[config.mk]
export PLATFORM = sky130hd
export DESIGN_NAME = aether_cmd_driver
export DESIGN_NICKNAME = d
export VERILOG_FILES = /design/src/rtl/aether_cmd_pkg.sv /design/src/rtl/aether_cmd_driver_rise_detect.sv /design/src/rtl/aether_cmd_driver.sv
export SDC_FILE = /design/constraint.sdc
export NUM_CORES = 1
export LEC_CHECK = 0
export ABC_AREA = 1
export CAP_MARGIN = 5
export CORE_ASPECT_RATIO = 0.7
export CORE_MARGIN = 2
export CORE_UTILIZATION = 44
export DETAILED_ROUTE_END_ITERATION = 10
export PLACE_DENSITY = 0.86
export SYNTH_ARGS = -nofsm -noshare
export SYNTH_HDL_FRONTEND = slang
export SYNTH_SLANG_ARGS = --single-unit
export TNS_END_PERCENT = 100
[constraint.sdc]
create_clock -name clk_i -period 1.4 [get_ports clk_i]
set_input_delay 0.21 -clock clk_i [delete_from_list [all_inputs] [get_ports clk_i]]
set_output_delay 0.21 -clock clk_i [all_outputs]
set_load 0.02 [all_outputs]
[src/rtl/aether_cmd_pkg.sv]
// Shared types and constants for the Aether accelerator command driver.
package aether_cmd_pkg;

    typedef enum logic [2:0] {
        StIdle,
        StIssue,
        StWaitIrq,
        StReadWait,
        StResp
    } state_e;

    typedef struct packed {
        logic [3:0]  instr;
        logic [3:0]  param_1;
        logic [15:0] param_2;
    } cmd_t;

    localparam logic [3:0] InstrNop      = 4'h0;
    localparam logic [3:0] InstrWriteReg = 4'h1;
    localparam logic [3:0] InstrReadReg  = 4'h2;
    localparam logic [3:0] InstrStart    = 4'h3;
    localparam logic [3:0] InstrLoad     = 4'h4;
    localparam logic [3:0] InstrStore    = 4'h5;
    localparam logic [3:0] InstrReset    = 4'hF;

endpackage

[src/rtl/aether_cmd_driver_rise_detect.sv]
// Rising-edge detector: pulses for one cycle when sig_i goes from low to high.
module aether_rise_detect (
    input  logic clk_i,
    input  logic rst_ni,
    input  logic sig_i,
    output logic rise_o
);

    logic prev_q;

    always_ff @(posedge clk_i or negedge rst_ni) begin
        if (!rst_ni) begin
            prev_q <= 1'b0;
        end else begin
            prev_q <= sig_i;
        end
    end

    assign rise_o = sig_i & ~prev_q;

endmodule

[src/rtl/aether_cmd_driver.sv]
// Issues one host command to the accelerator, optionally waits for its interrupt
// and/or samples its data output, and returns exactly one response per request.
module aether_cmd_driver
    import aether_cmd_pkg::*;
#(
    parameter int unsigned ReadLatency   = 2,
    parameter int unsigned TimeoutCycles = 1_048_575,
    parameter logic [23:0] NopCmd        = 24'h000000
) (
    input  logic        clk_i,
    input  logic        rst_ni,
    input  logic        req_valid_i,
    output logic        req_ready_o,
    input  logic [23:0] req_cmd_i,
    input  logic        req_wait_irq_i,
    input  logic        req_read_i,
    output logic        rsp_valid_o,
    input  logic        rsp_ready_i,
    output logic [15:0] rsp_data_o,
    output logic        rsp_timeout_o,
    output logic [23:0] cmd_o,
    input  logic [15:0] data_i,
    input  logic        interrupt_i,
    output logic        busy_o
);

    // One counter serves both the interrupt timeout and the read latency.
    localparam int unsigned CntMax = (TimeoutCycles > ReadLatency) ? TimeoutCycles : ReadLatency;
    localparam int unsigned CntW   = $clog2(CntMax + 1);

    state_e          state_q, state_d;
    cmd_t            cmd_q, cmd_d;
    logic            wait_q, wait_d;
    logic            read_q, read_d;
    logic            ready_q;
    logic [CntW-1:0] cnt_q, cnt_d;
    logic            irq_seen_q, irq_seen_d;
    logic [15:0]     data_q, data_d;
    logic            timeout_q, timeout_d;
    logic            irq_rise;
    logic            irq_hit;

    aether_rise_detect u_rise_detect (
        .clk_i  (clk_i),
        .rst_ni (rst_ni),
        .sig_i  (interrupt_i),
        .rise_o (irq_rise)
    );

    // An edge landing in the expiry cycle still counts as seen.
    assign irq_hit = irq_seen_q | irq_rise;

    always_comb begin
        state_d    = state_q;
        cmd_d      = cmd_t'(NopCmd);
        wait_d     = wait_q;
        read_d     = read_q;
        cnt_d      = cnt_q;
        irq_seen_d = irq_seen_q;
        data_d     = data_q;
        timeout_d  = timeout_q;

        if (irq_rise && (state_q == StIssue || state_q == StWaitIrq || state_q == StReadWait)) begin
            irq_seen_d = 1'b1;
        end

        unique case (state_q)
            StIdle: begin
                if (req_valid_i && ready_q) begin
                    cmd_d      = cmd_t'(req_cmd_i);
                    wait_d     = req_wait_irq_i;
                    read_d     = req_read_i;
                    irq_seen_d = 1'b0;
                    data_d     = 16'h0;
                    timeout_d  = 1'b0;
                    cnt_d      = '0;
                    state_d    = StIssue;
                end
            end
            StIssue: begin
                cnt_d = '0;
                if (wait_q) begin
                    state_d = StWaitIrq;
                end else if (read_q) begin
                    state_d = StReadWait;
                end else begin
                    state_d = StResp;
                end
            end
            StWaitIrq: begin
                if (irq_hit) begin
                    cnt_d   = '0;
                    state_d = read_q ? StReadWait : StResp;
                end else if (cnt_q == CntW'(TimeoutCycles - 1)) begin
                    cnt_d     = '0;
                    timeout_d = 1'b1;
                    data_d    = 16'h0;
                    state_d   = StResp;
                end else begin
                    cnt_d = cnt_q + CntW'(1);
                end
            end
            StReadWait: begin
                if (cnt_q == CntW'(ReadLatency - 1)) begin
                    cnt_d   = '0;
                    data_d  = data_i;
                    state_d = StResp;
                end else begin
                    cnt_d = cnt_q + CntW'(1);
                end
            end
            StResp: begin
                if (rsp_ready_i) begin
                    state_d = StIdle;
                end
            end
            default: state_d = StIdle;
        endcase
    end

    always_ff @(posedge clk_i or negedge rst_ni) begin
        if (!rst_ni) begin
            state_q    <= StIdle;
            cmd_q      <= cmd_t'(NopCmd);
            wait_q     <= 1'b0;
            read_q     <= 1'b0;
            ready_q    <= 1'b0;
            cnt_q      <= '0;
            irq_seen_q <= 1'b0;
            data_q     <= 16'h0;
            timeout_q  <= 1'b0;
        end else begin
            state_q    <= state_d;
            cmd_q      <= cmd_d;
            wait_q     <= wait_d;
            read_q     <= read_d;
            ready_q    <= (state_d == StIdle);
            cnt_q      <= cnt_d;
            irq_seen_q <= irq_seen_d;
            data_q     <= data_d;
            timeout_q  <= timeout_d;
        end
    end

    assign req_ready_o   = ready_q;
    assign cmd_o         = cmd_q;
    assign rsp_valid_o   = (state_q == StResp);
    assign rsp_data_o    = data_q;
    assign rsp_timeout_o = timeout_q;
    assign busy_o        = (state_q != StIdle);

endmodule
==> run metrics <==
outcome=finished with violations; failing checks=negative setup slack; DPL Wire Length=7120 um; DRC viols=0; area delta synth->final=62.7%; Clk Latency, worst-skew pair=0.35 ns; cell leakage power=approximately 2.8 nW; relative slew slack=72.0%; multi-input logic area=between 1500 and 2000 um^2; CP bufs+invs=2; CP arrival=around 2.1 ns; Hold Vio Cnt, Final=0; CTS tree=yes; most instantiated cells after synthesis=115 x nand2_1, 69 x dfrtp_1, 62 x nor2_1, 40 x inv_1, 22 x nand3_1; # port buffers=90; H-tree Lvls=3; GRT Util Overall=27.4%; Finished Layout Cells=~690; Syn. warnings=0; per-cell routed wire length=about 17 um; vias in the first global route=roughly 3700; critical path class=reg -> reg; clock transition at the registers of the reported paths=0.07 ns; MaxCap Viol Count=0; Power Dens Cells=1480 nW/um^2; antenna diode count=0; clk_skew=0.0113 ns; CP max FO=4; most frequent cell after synthesis=nand2_1; setup ws final=-0.445 ns; CP peak stage delay=0.41 ns; layout cells sized above 1=approximately 34%; DR iter-0 viols=404; Yosys reg bits=roughly 70; Final Cell Area=5520 um^2; RSZ-0062 raised after global routing=true; CP required=1.68 ns; Setup crit end kind=flop; FF-to-FF setup slack=-0.45 ns; post-synth top area cell=dfrtp_1; Net count, final=~640; post-place setup slack=-0.371 ns; Max Root-Sink Buffers=2; Syn Area/Cell=8.23 um^2; period utilisation layout=132%; Max IR drop VDD=0.00102 V; cells after synthesis=412; Startpoint Class=flop; via-per-instance ratio=5.45; Slowest-stage cell, CP=dfrtp_1; worst hold path class=in -> async; Final Setup Violations=43; flip-flop and latch area=1730 um^2; post-synthesis net count=~460; register area share after synthesis=~51%; Filler cells=449; Core Rows=26; die area=8440 um^2; DR pass1 iterations=7; largest net degree at the start of global routing=41; dpl cell area=4910 um^2; Final Critical Period=1.85 ns; global-route wire length before repair=17700 um; total CTS buffers=9; final max-slew violation count=0; vias post-DR=3752; Area contributors post-synth=dfrtp_1 51%, nand2_1 13%, nor2_1 6.9%; core area=about 7400 um^2; I/O pin cnt=91; post-synthesis cell type count=33; Initial Utilization=45.9%; Final Wtd Congestion=0.929; clk sinks=slightly below 70; initial antenna violation count=0; GR Overflow Total=0; placed cells=659; Worst-Margin Slew=0.417 ns; WL final=12000 um; setup TNS=-14.01 ns; die width=109 um; Synth top area share=50.9%; CP top delay family=simple AND/OR/NAND/NOR gates; fmax=around 540 MHz; async set-reset flop share out of synthesis=between 90% and 100%; critical path, cell by cell=inv_2 > ha_4 > nand2_2 > nor2_2 > nand2_1 > nor2_2 > nand2_2 > buf_6 > nand2_4 > nand2_4 > a21oi_4 > nand2_1 > nor2_1; clk root buf=clkbuf_8; antenna viol nets, final=0; Top FF cell, synth=dfrtp_1; Syn Std Cell Area=3390 um^2; EDFF count, synth=0; Die Y=77.4 um
final cells by class:
cell class | count | share of cell area, %
Tap cell | 98 | 2.22
Multi-Input combinational cell | 289 | 31.6
Timing Repair Buffer | 172 | 28.1
Clock inverter | 6 | 1.18
Sequential cell | 69 | 31.4
Clock buffer | 9 | 2.25
Inverter | 45 | 3.31
routing by layer:
metal	global-route usage [%]	wire, um
met1	32.5	4360
met2	46.9	5740
met3	4.79	1130
met4	15.1	797
met5	0	0
worst reg2reg max path, cell delays in order, from the launching register on:
cell and delay (ns):
dfrtp_1 0.41, inv_2 0.09, ha_4 0.12, nand2_2 0.05
nor2_2 0.14, nand2_1 0.08, nor2_2 0.13, nand2_2 0.12
buf_6 0.16, nand2_4 0.09, nand2_4 0.06, a21oi_4 0.15
nand2_1 0.08, nor2_1 0.10
flip-flops by register name, indices dropped and copies added (netlist names):
signal                flops
cmd_o                    24
state_q                   3
read_q                    1
cnt_q                    20
u_rise_detect.prev_q      1
wait_q                    1
rsp_timeout_o             1
irq_seen_q                1
rsp_data_o               16
req_ready_o               1
cell usage in the layout, fill, tap and decap left out, types with 14 or more instances in the layout:
cell type and count:
inv_1 33, dfrtp_1 64, clkdlybuf4s50_1 45, o21ai_2 16, dlygate4sd2_1 42, buf_4 69
nand2_1 91, nand3_1 18, nand2_2 18, nor2_1 53, nand2_4 14
per-stage QoR:
stage                     util [%]  power, mW  hold WS, ns
final                         74.7       8.17        0.284
after global routing          74.7       8.50        0.311
after CTS                     72.6       7.71        0.289
after detailed placement      66.6       5.76        0.136
after global placement        66.6       5.63        0.128
after floorplan                  -       4.26      -0.0856
report_power, final:
part / internal [mW] / switching [mW] / total, mW
Combinational: 1.65 / 2.49 / 4.15
Sequential: 2.27 / 0.173 / 2.45
Clock: 0.811 / 0.766 / 1.58
kinds of logic after synthesis:
logic type,Yosys count,synth area share (%)
AO/OA/AOI/OAI,40,8.30
AND/OR/NAND/NOR,238,30.8
XOR/XNOR,8,2.07
adder cells (fa/ha/maj),3,1.11
buffers and inverters,54,6.83
flip-flops,69,50.9
worst paths after layout:
| check | start | to | depth (start not counted) |
|---|---|---|---|
| hold reg to reg | rsp_data_o[3] | rsp_data_o[3] | 2 |
| hold / removal | rst_ni | cnt_q[0] | 2 |
| min in group clk_i | req_cmd_i[16] | cmd_o[16] | 3 |
| max in group asynchronous | rst_ni | cnt_q[4] | 3 |
| setup / recovery | cnt_q[0] | req_ready_o | 13 |
| setup reg to reg | cnt_q[0] | req_ready_o | 13 |
timing repair:
action / CTS / global route
buffers inserted: 11 / 3
gates cloned: 0 / 0
hold buffers: 1 / 0
gates resized for setup: 112 / 38
setup endpoints to repair: 85 / 43
endpoints found under the hold margin: 12 / 0
pin swaps: 10 / 20
Power figures use the tool's default switching activity.
